### src/rtl/card_shoe_if.sv
// Handshake bundle between the game-control FSM (master) and the card shoe (slave).
// The master raises deal/shuffle requests; the shoe returns the dealt card and the shoe status.
interface card_shoe_if;
    logic       deal_req;
    logic       shuffle_req;
    logic       ready;
    logic       card_valid;
    logic [3:0] card;
    logic [8:0] cards_left;
    logic       shoe_empty;

    modport master (
        output deal_req,
        output shuffle_req,
        input  ready,
        input  card_valid,
        input  card,
        input  cards_left,
        input  shoe_empty
    );

    modport slave (
        input  deal_req,
        input  shuffle_req,
        output ready,
        output card_valid,
        output card,
        output cards_left,
        output shoe_empty
    );
endinterface

### src/rtl/card_shoe.sv
// Shoe of DECKS decks holding per-rank remaining counts; deals the rank picked by a free-running
// 1..13 counter sampled at request time, skipping forward past exhausted ranks.
module card_shoe #(
    parameter int DECKS = 1
) (
    input  logic        clock,
    input  logic        resetb,
    card_shoe_if.slave  bus
);

    localparam logic [5:0] PER_RANK = 6'(4 * DECKS);
    localparam logic [8:0] FULL     = 9'(52 * DECKS);

    typedef enum logic [1:0] {
        FILL   = 2'd0,
        IDLE   = 2'd1,
        SEARCH = 2'd2
    } state_t;

    state_t     state, state_nx;
    logic       armed;
    logic [3:0] rank_ctr;
    logic [3:0] idx, idx_nx;
    logic [3:0] ptr, ptr_nx;
    logic [5:0] counts [1:13];
    logic       cnt_we;
    logic [3:0] cnt_addr;
    logic [5:0] cnt_data;
    logic [8:0] cards_left, left_nx;
    logic [3:0] card, card_nx;
    logic       card_valid, valid_nx;

    function automatic logic [3:0] next_rank(input logic [3:0] r);
        return (r == 4'd13) ? 4'd1 : r + 4'd1;
    endfunction

    // Reset is released synchronously: the first edge after resetb rises only arms the FSM.
    always_ff @(posedge clock or negedge resetb) begin
        if (!resetb) armed <= 1'b0;
        else         armed <= 1'b1;
    end

    always_ff @(posedge clock or negedge resetb) begin
        if (!resetb) rank_ctr <= 4'd1;
        else         rank_ctr <= next_rank(rank_ctr);
    end

    always_ff @(posedge clock or negedge resetb) begin
        if (!resetb) begin
            state      <= FILL;
            idx        <= 4'd1;
            ptr        <= 4'd1;
            cards_left <= '0;
            card       <= '0;
            card_valid <= 1'b0;
        end else begin
            state      <= state_nx;
            idx        <= idx_nx;
            ptr        <= ptr_nx;
            cards_left <= left_nx;
            card       <= card_nx;
            card_valid <= valid_nx;
        end
    end

    always_ff @(posedge clock or negedge resetb) begin
        if (!resetb) begin
            for (int i = 1; i <= 13; i++) counts[i] <= '0;
        end else if (cnt_we) begin
            counts[cnt_addr] <= cnt_data;
        end
    end

    always_comb begin
        state_nx = state;
        idx_nx   = idx;
        ptr_nx   = ptr;
        cnt_we   = 1'b0;
        cnt_addr = idx;
        cnt_data = PER_RANK;
        left_nx  = cards_left;
        card_nx  = card;
        valid_nx = 1'b0;
        if (armed) begin
            unique case (state)
                FILL: begin
                    cnt_we   = 1'b1;
                    cnt_addr = idx;
                    cnt_data = PER_RANK;
                    if (idx == 4'd13) begin
                        left_nx  = FULL;
                        state_nx = IDLE;
                    end else begin
                        idx_nx = idx + 4'd1;
                    end
                end
                IDLE: begin
                    if (bus.shuffle_req) begin
                        state_nx = FILL;
                        idx_nx   = 4'd1;
                    end else if (bus.deal_req && cards_left != 9'd0) begin
                        ptr_nx   = rank_ctr;
                        state_nx = SEARCH;
                    end
                end
                SEARCH: begin
                    // An exhausted rank passes the request on to the next rank up.
                    if (counts[ptr] != 6'd0) begin
                        cnt_we   = 1'b1;
                        cnt_addr = ptr;
                        cnt_data = counts[ptr] - 6'd1;
                        left_nx  = (cards_left != 9'd0) ? cards_left - 9'd1 : 9'd0;
                        card_nx  = ptr;
                        valid_nx = 1'b1;
                        state_nx = IDLE;
                    end else begin
                        ptr_nx = next_rank(ptr);
                    end
                end
                default: begin
                    state_nx = FILL;
                    idx_nx   = 4'd1;
                end
            endcase
        end
    end

    assign bus.ready      = (state == IDLE);
    assign bus.shoe_empty = (state == IDLE) && (cards_left == 9'd0);
    assign bus.card       = card;
    assign bus.card_valid = card_valid;
    assign bus.cards_left = cards_left;

endmodule

### src/flat_wrapper.sv
// flat-port wrapper written by rule: the top's interface ports become plain ports
module card_shoe_flat 
#(
    parameter int DECKS = 1
)
  (clock, resetb, bus_deal_req, bus_shuffle_req, bus_ready, bus_card_valid, bus_card, bus_cards_left, bus_shoe_empty);
  card_shoe_if bus_i ();
  input  logic clock;
  input  logic resetb;
  input wire logic [$bits(bus_i.deal_req)-1:0] bus_deal_req;
  input wire logic [$bits(bus_i.shuffle_req)-1:0] bus_shuffle_req;
  output wire logic [$bits(bus_i.ready)-1:0] bus_ready;
  output wire logic [$bits(bus_i.card_valid)-1:0] bus_card_valid;
  output wire logic [$bits(bus_i.card)-1:0] bus_card;
  output wire logic [$bits(bus_i.cards_left)-1:0] bus_cards_left;
  output wire logic [$bits(bus_i.shoe_empty)-1:0] bus_shoe_empty;
  assign bus_i.deal_req = bus_deal_req;
  assign bus_i.shuffle_req = bus_shuffle_req;
  assign bus_ready = bus_i.ready;
  assign bus_card_valid = bus_i.card_valid;
  assign bus_card = bus_i.card;
  assign bus_cards_left = bus_i.cards_left;
  assign bus_shoe_empty = bus_i.shoe_empty;
  card_shoe #(.DECKS(DECKS)) u_core (.clock(clock), .resetb(resetb), .bus(bus_i));
endmodule
### config.mk
export PLATFORM = sky130hd
export DESIGN_NAME = card_shoe_flat
export DESIGN_NICKNAME = d
export VERILOG_FILES = /design/src/rtl/card_shoe_if.sv /design/src/rtl/card_shoe.sv /design/src/flat_wrapper.sv
export SDC_FILE = /design/constraint.sdc
export NUM_CORES = 1
export LEC_CHECK = 0
export CAP_MARGIN = 15
export CELL_PAD_IN_SITES_DETAIL_PLACEMENT = 0
export CELL_PAD_IN_SITES_GLOBAL_PLACEMENT = 1
export CORE_ASPECT_RATIO = 2
export CORE_UTILIZATION = 35
export DETAILED_ROUTE_END_ITERATION = 8
export PLACE_DENSITY = 0.69
export SYNTH_ARGS = -nofsm -noshare
export SYNTH_HDL_FRONTEND = slang
export SYNTH_SLANG_ARGS = --single-unit
export TNS_END_PERCENT = 30
### constraint.sdc
create_clock -name clock -period 11.2 [get_ports clock]
set_input_delay 1.12 -clock clock [delete_from_list [all_inputs] [get_ports clock]]
set_output_delay 1.12 -clock clock [all_outputs]
set_load 0.01 [all_outputs]
# Yosys cells after proc, flatten, opt, wreduce, memory -nomap -nowiden
# Cells that the tools add are included.
# totals
word_cells	94
in_bits	4
output_inout_bits	16
ff_bits	107
# op_classes
n_lt_le_gt_ge	3
n_eq_ne	13
n_reduce_logical	14
bitwise	3
n_addsub	5
n_mux	35
# op_table
op	n
78-bit bitwise mux	1
4-bit two-way mux	10
6-bit two-way mux	6
9-bit two-way mux	3
6-bit binary-select mux with 4-bit select	1
6-bit demux with 4-bit select	1
9-bit one-hot mux with 2 select lines	1
4-bit by 1-bit adder with 4-bit output, second input constant	3
4-bit == test, second input constant	3
4-bit one-hot mux with 3 select lines	1
4-bit AND reduction	3
5-bit greater-or-equal comparator, second input constant	2
4-bit NOT with 5-bit output	2
9-bit zero test	1
9-bit nonzero test	1
9-bit by 1-bit subtractor with 9-bit output, second input constant	1
2-bit two-way mux	4
2-bit inequality test, second input constant	4
4-bit one-hot mux with 2 select lines	1
2-bit by 1-bit inequality test with 1-bit output, second input constant	3
2-bit one-hot mux with 3 select lines	1
6-bit nonzero test	1
6-bit by 1-bit subtractor with 6-bit output, second input constant	1
5-bit by 1-bit < comparator with 1-bit output, second input constant	1
other kinds (11)	17

# Logic depth before layout (Yosys ltp)
# Gate-level depths: netlist of run 1.
# logic_depth
depth_word	14
depth_mapped	17
mapped_depth_nobuf	11

# Worst setup path after synthesis of run 1
# Ideal clock, no wire load.
# synth_timing
path_kind	flip-flop to flip-flop
start	register u_core.ptr[0]
end	register u_core.counts[24] (netlist name)
setup_slack_ns	7.688
arrival_time_ns	3.391
path_stages_with_launch	17
cell_sequence	dfstp_2 > buf_6 > buf_2 > buf_4 > mux4_2 > nor2_1 > nor3_1 > nor3_1 > ha_1 > o21ai_2 > o21ai_4 > inv_2 > a21o_1 > buf_6 > and2_4 > buf_6 > a22o_1
# synth_between
elab_chain_cells	14
elab_cells_between_ends	22
classes_between	add/sub: 1; order compare: 2; mux: 15; bitwise: 2; reduce/logical: 2
# synth_rtl
element	line_no	rtl
start, declared	card_shoe.sv:24	logic [3:0] ptr, ptr_nx;
start signal, assigned	card_shoe.sv:59	ptr <= ptr_nx;
4-bit NOT with 5-bit output (not written as such)	card_shoe.sv:108, card_shoe.sv:111	
6-bit binary-select mux with 4-bit select	card_shoe.sv:108, card_shoe.sv:111	
6-bit two-way mux (not written as such) (2 in series)	card_shoe.sv:108, card_shoe.sv:111	
6-bit nonzero test	card_shoe.sv:108	if (counts[ptr] != 6'd0) begin
4-bit two-way mux	card_shoe.sv:108	
4-bit two-way mux	card_shoe.sv:85	unique case (state)
4-bit two-way mux	card_shoe.sv:84	if (armed) begin
4-bit NOT with 5-bit output (not written as such)	card_shoe.sv:70	counts[cnt_addr] <= cnt_data;
5-bit greater-or-equal comparator (not written as such) / 5-bit by 1-bit < comparator with 1-bit output (equally long branches)	card_shoe.sv:70	
1-bit logical AND (not written as such)	card_shoe.sv:70	
6-bit two-way mux (not written as such)	card_shoe.sv:70	
6-bit demux with 4-bit select	card_shoe.sv:70	
78-bit bitwise mux	card_shoe.sv:70	
end signal, assigned by index	card_shoe.sv:70	
end, declared	card_shoe.sv:25	logic [5:0] counts [1:13];
# Several ways; a longest one is shown, not always the timed one. The select of a mux whose other input is x is not followed.
# A chain may end at the register's enable or synchronous reset.

# Worst setup path after layout of run 1
# layout_timing
start	register u_core.ptr[0]
end	register u_core.counts[10] (netlist name)
# The elaborated chain is that of the path after synthesis.

==> results of run 1 <==
==> metal layers <==
metal	vias up	routed length, um	share of wire (%)
met3	66	665	3.7
met2	163	9640	53
met1	2274	6400	35
met5	-	0	0
li1	2011	-	-
met4	0	1360	7.5
==> layout make-up <==
class                           count  area share, %
Clock inverter                      6           1.12
Sequential cell                   107           42.9
Inverter                           17           1.02
Multi-Input combinational cell    369           43.3
Tap cell                          201           4.02
Clock buffer                       10           3.82
Timing Repair Buffer               26           3.84
==> cells by family (layout without fill, tap and decap cells) <==
group / Yosys count / count (layout) / share of synthesized area, %
DFF: 107 / 107 / 47.3
other: 1 / 1 / 0.0662
adders and majority gates: 6 / 6 / 1.32
buffers and inverters: 49 / 59 / 4.92
and+or+nand+nor: 137 / 137 / 12.0
AOI/OAI and AO/OA: 184 / 184 / 25.5
xor gates and xnor gates: 4 / 4 / 0.751
muxes: 37 / 37 / 8.12
==> final timing paths <==
| path | startpoint | to | slack, ps | cells past startpoint |
|---|---|---|---|---|
| worst max-delay path | u_core.ptr[0] | u_core.counts[10] | 6590 | 11 |
| worst min-delay path | u_core.counts[9] | u_core.counts[9] | 490 | 1 |
| worst max register to register | u_core.ptr[0] | u_core.counts[10] | 6590 | 11 |
| worst min register to register | u_core.counts[9] | u_core.counts[9] | 490 | 1 |
| max in group asynchronous | resetb | u_core.counts[18] | 9230 | 2 |
| min in group asynchronous | resetb | u_core.rank_ctr[3] | 800 | 1 |
==> state kept, by name (all words and copies together), names as in the netlist <==
signal	cells
u_core.ptr	4
u_core.state	2
u_core.bus.cards_left	9
u_core.idx	4
u_core.bus.card_valid	1
u_core.bus.card	4
u_core.armed	1
u_core.counts	78
u_core.rank_ctr	4
==> through the flow <==
step	util [%]	cell area [um^2]	cells	hold WS, ps
after floorplan	-	5670	525	449
after global placement	37.7	5950	720	466
after detailed placement	37.7	5950	720	473
after CTS	39.6	6250	736	489
after global routing	39.6	6250	736	503
final	39.6	6250	736	488
==> report_power, final <==
part           internal, mW  switching [mW]  leakage [nW]
logic                 0.252           0.478          1.03
clock network         0.182           0.156         0.154
registers             0.454           0.103          1.41
total                 0.887           0.737          2.59
==> worst max-delay path: stages, from the launching register on <==
cell     delay, ps
dfstp_2       1070
mux4_2         600
nor2_1         100
nor3_1         100
nor3_1         290
ha_1           240
o21ai_2        130
o21ai_4        440
inv_2          240
o41ai_2        660
nand2_1        310
a32o_1         300
==> cells in the final DEF (no fill, tap or decap), drive strengths merged, types with 4 or more instances in the layout <==
cell and count:
buf 8, dfrtp 104, mux4 6, nor2 20, nand3 9, clkbuf 10, mux2i 25, inv 20
a22o 27, o2bb2ai 25, nor3 18, a21o 4, a32o 16, or2 5, mux2 6, ha 6
nand2 55, o21ai 40, a2bb2oi 9, a31oi 11, nand2b 9, o22ai 9, nor4 5, a21oi 21
clkdlybuf4s50 18
==> qor.yml, run 1 <==
dieArea_mm2: 0.0167
timing.final.ws_setup_ps: 6590
core_mm2: 0.0158
layout.nets: 540
cts_buffers: 9
skew_ps: 11.7
ant_nets: 0
status: "complete, no violations"
vias_per_cell: 6.13
final-seq-area_mm2: 0.00268
leakagePower_nw: 2.59
cp.arrival_ps: 4860
critPathLaunchType: "register"
wl_um: 18100
crit_fanout: 35
grt-ovfl-total: 0
power_density_mw_per_mm2: 260
fin_tns_setup_ps: 0
cts_resized: 0
synth_enable_flop_cells: 0
place_ws_ps: 6680
grtUsageTotal_pct: 22.7
period_needed_ps: 4610
synthDistinctLibCells: 70
grt_max_degree: 59
ys_ff_latch: 107
place_hpwl_um: 13200
avgSynthCellArea_um2: 10.8
use_met2_pct: 40.3
cts.sinks: 107
post_cts_buffers: 0
critical_path_class: "register to register"
synth_fp_nets: 535
drive_above_1_share_pct: 11.4
post-synth-top-count-cell: "dfrtp_1"
ir_drop_mv: 0.135
cts_hold_buffers: 0
grt_pass1_wl_um: 27700
die_width_um: 92.0
syn_inst: 525
antenna_found_initial: 0
async_flop_share_pct: 100
portBuffers: 19
multiInputGateArea_mm2: 0.00271
syn2layout_area_growth_pct: 10.4
power_mw: 1.62
synth_area_leaders: "dfrtp_1 46%, mux2i_1 4.4%, a22o_1 4.2%"
met1_usage_pct: 23.5
cts_tree: "done"
io-pin-count: 20
syn_area_mm2: 0.00567
grt_pass1_vias: 4599
maxCapViolCount: 0
clock_latency_ps: 370
vias: 4514
required_ps: 11450
post-route-period-util_pct: 41.2
htreeDepth: 3
slew_violations: 0
die_y_um: 182
maxSlewHeadroom_pct: 28.8
clockRootBuffer: "clkbuf_16"
hp-class: "register to register"
drc: 0
rsz0062_at_grt: "false"
finalHoldViolations: 0
drt-initial-drc-count: 314
initial_core_util_pct: 35.9
yosysWarnings: 0
nFillCells: 1596
synth_top_area_share_pct: 45.9
yosysSeqAreaShare_pct: 47.3
num_rows: 65
synth_top_area_cell: "dfrtp_1"
synth_top_flop_cell: "dfrtp_1"
gp_congestion: 0.941
wl_per_cell_um: 24.5
worst_pin_slew_ps: 1060
setup_viol: 0
dr.pass1.iters: 5
antennaDiodeCount: 0
endpoint_kind: "register"
clk_pin_slew_ps: 70
gr-usage-met3_pct: 3.18
top_usage_layer: "met2"
yosys-top-cells-count: "104 x dfrtp_1, 55 x nand2_1, 33 x o21ai_0"
clock_path_buffers: 2
max_freq_mhz: 217
No activity file was read; power rests on OpenSTA's default activity.
==> inputs of run 2 (changes only) <==
clock period = 4.6 ns   (was 11.2 ns; I/O delays follow)
==> qor.yml, run 2 (synthesized netlist as in run 1, its figures left out) <==
top_usage_layer: "met2"
critical_path_class: "register to register"
status: "complete, no violations"
met1_usage_pct: 22.7
ff2ff_path_depth: 11
regMostFlops: "u_core.counts"
core_mm2: 0.0158
ir_drop_mv: 0.267
portBuffers: 19
clk_pin_slew_ps: 70
maxSlewHeadroom_pct: 46.1
wl_um: 17900
rsz0062_at_grt: "false"
critPathLaunchType: "register"
antennaDiodeCount: 0
grt_pass1_wl_um: 27800
vias_per_cell: 6.02
dieArea_mm2: 0.0167
final_area_mm2: 0.00640
clock_power_share_pct: 20.9
fin_tns_setup_ps: 0
gp_congestion: 0.937
grt_max_degree: 61
die_width_um: 92.0
hp-class: "input port to async pin"
cts_tree: "done"
p_sw_share_pct: 43.5
power.internal_mw: 2.25
gr-usage-met3_pct: 3.39
nFillCells: 1588
io-pin-count: 20
p_seq_share_pct: 34.4
ant_nets: 0
power_density_mw_per_mm2: 624
endpoint_kind: "register"
cp.arrival_ps: 4280
maxCapViolCount: 0
leakagePower_nw: 2.68
place_hpwl_um: 13500
setup_viol: 0
cts_resized: 0
dr.pass1.iters: 5
die_y_um: 182
drive_above_1_share_pct: 14.1
reg_top3: "u_core.counts: 78 flops, u_core.bus.cards_left: 9 flops"
finish.utilization_pct: 40.6
cts.sinks: 107
antenna_found_initial: 0
layout_common_cells: "103 x dfrtp_1, 55 x nand2_1, 33 x o21ai_0"
use_met2_pct: 42.0
clock_path_buffers: 2
htreeDepth: 3
skew_ps: 9.40
initial_core_util_pct: 35.9
final_cells: 754
largest_reg_flops: 78
numPlacedInstances: 738
clockRootBuffer: "clkbuf_16"
grtUsageTotal_pct: 22.7
max_freq_mhz: 248
drc: 0
syn2layout_area_growth_pct: 12.9
finalHoldWorstSlack_ps: 169
drt-initial-drc-count: 340
netSwitchingPower_mw: 1.74
grt_pass1_vias: 4705
multiInputGateArea_mm2: 0.00271
post-route-period-util_pct: 87.6
grt-ovfl-total: 0
combPwrFrac_pct: 44.7
layout.nets: 558
finalHoldViolations: 0
wl_per_cell_um: 23.7
cts_buffers: 9
final-seq-area_mm2: 0.00268
num_rows: 65
period_needed_ps: 4030
post_cts_buffers: 0
vias: 4537
cts_hold_buffers: 0
worst_pin_slew_ps: 804
placed_area_mm2: 0.00608
final_common_cell: "dfrtp_1"
clock_latency_ps: 360
required_ps: 4850
slew_violations: 0
crit_fanout: 19
run 2: cell count changes in the layout (fill, tap and decap cells not counted):
cell and change:
clkbuf_1 +1, bufinv_16 +1, buf_4 +18, clkbuf_8 -1
clkinv_4 -1, clkinvlp_4 +2, inv_6 -2
run 2: area by class of cell:
cell class / instances / area share (%)
multi-input combinational: 369 / 42.3
timing repair buffer: 44 / 5.87
tap: 201 / 3.93
sequential: 107 / 41.9
clock buffer: 10 / 3.58
clock inverter: 6 / 1.39
inverter: 17 / 0.997
run 2: path summary, 6_finish.rpt:
path / slack (ps) / end / startpoint
worst max-delay path: 570 / u_core.counts[65] / u_core.ptr[0]
worst min-delay path: 170 / u_core.rank_ctr[2] / resetb
worst max register to register: 570 / u_core.counts[65] / u_core.ptr[0]
worst min register to register: 490 / u_core.counts[9] / u_core.counts[9]
max in group asynchronous: 3270 / u_core.counts[24] / resetb
min in group clock: 490 / u_core.counts[9] / u_core.counts[9]
run 2: routing by layer:
metal	routed length (um)	part of all wire [%]
met5	0	0
met4	1280	7.2
met3	533	3.0
met2	9780	55
met1	6290	35
run 2: power groups by stage:
stage / Clock [mW] / Sequential, mW / Combinational [mW]
6_report: 0.835 / 1.37 / 1.78
5_1_grt: 0.886 / 1.40 / 1.92
4_1_cts: 0.851 / 1.37 / 1.77
3_5_place_dp: 0 / 1.38 / 1.77
3_3_place_gp: 0 / 1.38 / 1.75
2_1_floorplan: 0 / 1.23 / 1.34
run 2: worst max-delay path, stage by stage (launching register included):
cell and delay [ps]:
dfstp_2 810, buf_4 290, mux4_2 510, o21a_1 280
ha_1 270, o21ai_2 160, o21ai_4 90, inv_2 230
a21o_1 570, buf_4 270, nand2_1 170, a32o_1 270
run 2: per-stage QoR:
| step | total power [mW] | worst slack (ps) |
|---|---|---|
| 3_3_place_gp | 3.13 | 667 |
| 6_report | 3.99 | 571 |
| 2_1_floorplan | 2.57 | 1090 |
| 3_5_place_dp | 3.15 | 595 |
| 5_1_grt | 4.20 | 393 |
| 4_1_cts | 3.99 | 571 |
==> RTL edit 1, RTL diff (config.mk and constraints of run 2) <==
Reset style: synchronous (`resetb`), changed in 4 clocked blocks.
--- a/src/rtl/card_shoe.sv
+++ b/src/rtl/card_shoe.sv
@@ -37,3 +37,3 @@
     // Reset is released synchronously: the first edge after resetb rises only arms the FSM.
-    always_ff @(posedge clock or negedge resetb) begin
+    always_ff @(posedge clock) begin
         if (!resetb) armed <= 1'b0;
@@ -42,3 +42,3 @@
 
-    always_ff @(posedge clock or negedge resetb) begin
+    always_ff @(posedge clock) begin
         if (!resetb) rank_ctr <= 4'd1;
@@ -47,3 +47,3 @@
 
-    always_ff @(posedge clock or negedge resetb) begin
+    always_ff @(posedge clock) begin
         if (!resetb) begin
@@ -65,3 +65,3 @@
 
-    always_ff @(posedge clock or negedge resetb) begin
+    always_ff @(posedge clock) begin
         if (!resetb) begin
Function: no difference found for any inputs over 10 cycles, from zero or initial values and one cycle with resetb low; that may be too few to reach the edited logic, so the function may still have changed.
==> RTL edit 1 against run 2 <==
- clock skew is 0.0021 ns lower
- final area is 14% higher
- via count is 4.3% lower
- sequential cell count is 22 higher
- wire length is 6.0% lower
- synthesized area is 10% higher
- first-iteration DRC count is 17% lower
- count of clock-buffer cells in the layout is 7 higher
- final cell count is 3.2% higher
- core utilization is 1.3 points higher
- sequential share of layout area is 6.8 points higher
- setup slack worse by 0.27 ns
- critical path type unchanged
Power is not compared: it rests on default switching activity, and its combinational part moved more than twofold at a synthesized area within 25%.
==> RTL edit 1: results <==
[clock_network]
cts_buffers = 17
postCtsSetupBuffers = 0
cts_resized = 0
ctsHtreeMaxLevel = 4
clock_latency_ns = 0.42
clk_path_buf_depth = 2
clkTransAtPathRegs_ns = 0.06

[drt]
highest_layer = "met4"
dr.pass1.iters = 5
wl_mm = 16.82
drt_iter0_drc = 281
via_count = 4343
wl_met3_um = 446
wl_met1_mm = 5.517
wl_met2_mm = 9.989

[placement]
dp.cells = 746
gp_congestion = 0.8589
dp_slack_ns = 0.3246
dp_hpwl_mm = 12.67

[min_path]
hold_path.class = "reg2reg"
hold_path_depth = 1

[final_layout]
reg_top3 = "u_core.counts: 96 flops, u_core.bus.cards_left: 9 flops"
nFillCells = 1662
drive_gt1_frac = 0.1268
antenna_cells = 0
nets = 566
fin_cells = 778

[sta]
clock_skew_ns = 0.007263
worstMarginPinSlew_ns = 0.7873
setup_viol = 0

[yosys]
synth_cell_type_count = 58
synthArstFlopShare = 0
yosys_warnings = 0
seq_area_frac_synth = 0.5659
yosys-top-cells-area = "edfxtp_1 (46%), dfxtp_1 (11%), nor2_1 (6.4%), mux4_2 (4.7%), mux4_1 (4.6%)"
synth_nets = 549
synth_edf_count = 96
synth_common_cells = "nor2_1 (106), edfxtp_1 (96), nand2_1 (50)"
syn_avg_cell_area_um2 = 11.64

[critical_path]
rrSetupSlack_ns = 0.30
r2r_cells = 11
worstPathMaxFanout = 19
worst_ep_arrival_time_ns = 4.39
r2r_end = "u_core.counts[5][0]"

[global_routing]
grt_pass1_vias = 4439
grt_usage = 0.1995
grt_pass1_wl_mm = 25.60
grt_max_degree = 23
gr-total-overflow = 0

[power_and_ir_drop]
p_leak_nw = 2.583
ir_drop_v = 0.0002634

[run_status]
status = "finished, final reports clean"
## RTL edit 1: cell count changes after synthesis, sizes merged, moves of 10 or more
cell / before / now
nor2: 20 / 106
nand3: 9 / 26
a22o: 27 / 2
o21ai: 40 / 15
edfxtp: 0 / 96
o2bb2ai: 25 / 0
a32o: 16 / 1
nor3: 18 / 8
dfrtp: 104 / 0
mux4: 6 / 24
dfxtp: 0 / 33
## RTL edit 1: worst max-delay path by stage
stage | startpoint | to | slack (ns) | cells past startpoint
after floorplan | register | u_core.counts[7][0] | 0.50 | 13
final | register | u_core.counts[5][0] | 0.30 | 11
after global routing | register | u_core.counts[5][0] | 0.09 | 11
after global placement | register | u_core.counts[5][5] | 0.37 | 11
after CTS | register | u_core.counts[5][0] | 0.31 | 11
after detailed placement | register | u_core.counts[5][2] | 0.32 | 11
## RTL edit 1: metrics by stage
step	hold WS, ns	cell area [um2]
finish	0.4756	7269
global route	0.5013	7269
CTS	0.4784	7269
detailed placement	0.4614	6648
global placement	0.4591	6648
floorplan	0.4256	6261
## RTL edit 1: cell families after synthesis
family | synth area share
AOI/OAI and AO/OA | 0.06995
xor gates and xnor gates | 0.005595
adders and majority gates | 0.01399
buffers and inverters | 0.03897
DFF | 0.5659
muxes | 0.1363
and+or+nand+nor | 0.1693
## RTL edit 1: critical path, cell delays in order, from the launching register on
cell,delay [ns]
dfxtp_1,0.79
mux4_2,0.43
mux4_2,0.48
inv_1,0.10
ha_1,0.19
and2_1,0.14
a22oi_1,0.20
o41ai_4,0.39
buf_4,0.21
mux2i_1,0.28
nand3_1,0.36
nand2_1,0.38
## RTL edit 1: power by group through the flow
stage / sequential (mW) / clock, mW / combinational (mW)
4_1_cts: 1.30 / 1.43 / 0.116
3_5_place_dp: 1.33 / 0 / 0.115
2_1_floorplan: 1.31 / 0 / 0.0898
5_1_grt: 1.31 / 1.48 / 0.125
6_report: 1.30 / 1.42 / 0.115
3_3_place_gp: 1.33 / 0 / 0.114
## RTL edit 1: cell type report
| cell class | instances | area (um2) | share of cell area |
|---|---|---|---|
| timing repair buffer | 31 | 292.8 | 0.04028 |
| tap | 210 | 262.8 | 0.03614 |
| multi-input combinational | 356 | 2474 | 0.3403 |
| clock inverter | 15 | 196.4 | 0.02702 |
| inverter | 20 | 75.07 | 0.01033 |
| clock buffer | 17 | 425.4 | 0.05852 |
| sequential | 129 | 3543 | 0.4874 |
## RTL edit 1: routing by layer
layer	up-vias	GRT usage
li1	1996	-
met1	2166	0.1844
met2	136	0.3860
met3	45	0.02665
met4	0	0.1267
met5	-	0
==> RTL edit 2, RTL diff (config.mk and constraints of run 2) <==
Without the edit above. The 3 states of `state_t` get a one-hot encoding in 3 bits.
--- a/src/rtl/card_shoe.sv
+++ b/src/rtl/card_shoe.sv
@@ -13,6 +13,6 @@
 
-    typedef enum logic [1:0] {
-        FILL   = 2'd0,
-        IDLE   = 2'd1,
-        SEARCH = 2'd2
+    typedef enum logic [2:0] {
+        FILL   = 3'b001,
+        IDLE   = 3'b010,
+        SEARCH = 3'b100
     } state_t;
Check against the original RTL: same outputs for any inputs over 10 cycles, from zero or initial values and one cycle with resetb low; not proved beyond that.
==> RTL edit 2 against run 2 <==
- combinational power is 11% lower
- critical endpoint is now u_core.counts[49]
- setup slack worse by 0.0051 ns
- maximum frequency is 0.13% lower
- final area increased by 0.57%
- synthesized cell count grew 6.9%
- sequential power shrank 6%
- total power decreased by 8.7%
- wire length is 4.9% higher
- sequential cell count grew 1
- synthesized area up 1.5%
- final cell count increased by 3.8%
- clock power is 8.4% lower
- core utilization down 0.80 points
- critical path depth increased by 1
- critical path type unchanged
==> RTL edit 2: results <==
[run_status]
status = "finished, final reports clean"

[clock_network]
cts_resized = 0
root_buffer = "clkbuf_16"
clk_path_buf_depth = 2
ctsHtreeMaxLevel = 3
clock_latency_ns = 0.36
postCtsHoldBufs = 0
postCtsSetupBuffers = 0
cts_buffers = 9
clkTransAtPathRegs_ns = 0.07

[power_and_ir_drop]
ir_drop_v = 0.0002095
p_leak_nw = 2.643

[min_path]
hold_path.class = "in2async"

[sta]
setup_viol = 0
clock_skew_ns = 0.01063
worstMarginPinSlew_ns = 0.9656

[global_routing]
antenna_found_initial = 0
grt_pass1_wl_mm = 29.16
grt_pass1_vias = 4943
grt_usage = 0.2373
grt_max_degree = 74

[yosys]
synth_cell_type_count = 75
synth_nets = 571
synthCells = 561
synthArstFlopShare = 1.000
yosys_warnings = 0
synth_common_cells = "dfrtp_1 (104), nand2_1 (57), o21ai_0 (44)"
seq_area_frac_synth = 0.4707
yosys-top-cells-area = "dfrtp_1 (45%), o21ai_0 (3.8%), nand2_1 (3.7%), a22o_1 (3.5%), o2bb2ai_1 (3.5%)"

[critical_path]
critical_path.slowest_cell = "dfstp_2"
r2r_cells = 12
worst_ep_arrival_time_ns = 4.28
worstPathMaxFanout = 31
cp_top_family = "compound AO/OA/AOI/OAI gates"
cp_slowest_stage_delay_ns = 0.56

[drt]
drt_iter0_drc = 287
wl_per_cell_um = 23.97
dr.pass1.iters = 5
via_count = 4777
wl_mm = 18.77

[final_layout]
drive_gt1_frac = 0.1244
antenna_cells = 0
nFillCells = 1591
reg_top3 = "u_core.counts: 78 flops, u_core.bus.cards_left: 9 flops"
nets = 584

[placement]
gp_congestion = 0.9317
dp.cells = 767
port_buffers = 19
dpl-instance-area_um2 = 6143
dp_hpwl_mm = 14.25
[RTL edit 2: changes by cell type in the layout (fill, tap and decap cells not counted), moves of 10 or more]
cell / change
o21ai_0: +11
buf_4: -13
a21oi_1: +18
a32o_1: -13
o21ai_1: +10
mux2i_1: -11
a211oi_1: +11
nor2_1: +10
[RTL edit 2: kinds of logic after synthesis]
| logic type | after synthesis | share of synthesized area |
|---|---|---|
| compound gates | 204 | 0.2508 |
| simple gates | 154 | 0.1307 |
| flops | 108 | 0.4707 |
| buf+inv | 47 | 0.03959 |
| mux | 37 | 0.08832 |
| fa+ha+maj | 6 | 0.01305 |
| xor+xnor | 4 | 0.006092 |
| other cells | 1 | 0.0006520 |
[RTL edit 2: where the power goes]
part / internal (mW) / switching (mW) / leakage (nW)
registers: 1.10 / 0.188 / 1.45
clock network: 0.412 / 0.353 / 0.142
logic: 0.566 / 1.02 / 1.06
total: 2.08 / 1.56 / 2.64
[RTL edit 2: final timing paths]
| check | from | endpoint | slack [ns] |
|---|---|---|---|
| max in group asynchronous | resetb | u_core.counts[26] | 3.30 |
| hold / removal | resetb | u_core.idx[1] | 0.23 |
| setup reg to reg | u_core.ptr[0] | u_core.counts[49] | 0.57 |
| setup / recovery | u_core.ptr[0] | u_core.counts[49] | 0.57 |
| min in group clock | u_core.bus.card[0] | u_core.bus.card[0] | 0.48 |
| hold reg to reg | u_core.bus.card[0] | u_core.bus.card[0] | 0.48 |
[RTL edit 2: cell type report]
type	count	area, um2	share of cell area
inverter	17	66.31	0.01031
clock inverter	3	21.27	0.003305
timing repair buffer	32	297.8	0.04628
sequential	108	2708	0.4208
multi-input combinational	406	2816	0.4377
tap	204	255.2	0.03967
clock buffer	13	270.3	0.04200
[RTL edit 2: through the flow]
step                setup slack, ns  hold slack, ns
finish                       0.5662          0.2287
global route                 0.4891          0.3260
CTS                          0.6123          0.2792
detailed placement           0.6392          0.4668
global placement             0.5875          0.4681
floorplan                     1.003          0.1644
[RTL edit 2: metal layers]
layer,vias up,wire [um],track usage
met5,-,0,0
met2,173,9900,0.4196
met3,82,584,0.03566
li1,2121,-,-
met1,2401,6304,0.2289
met4,0,1977,0.2252
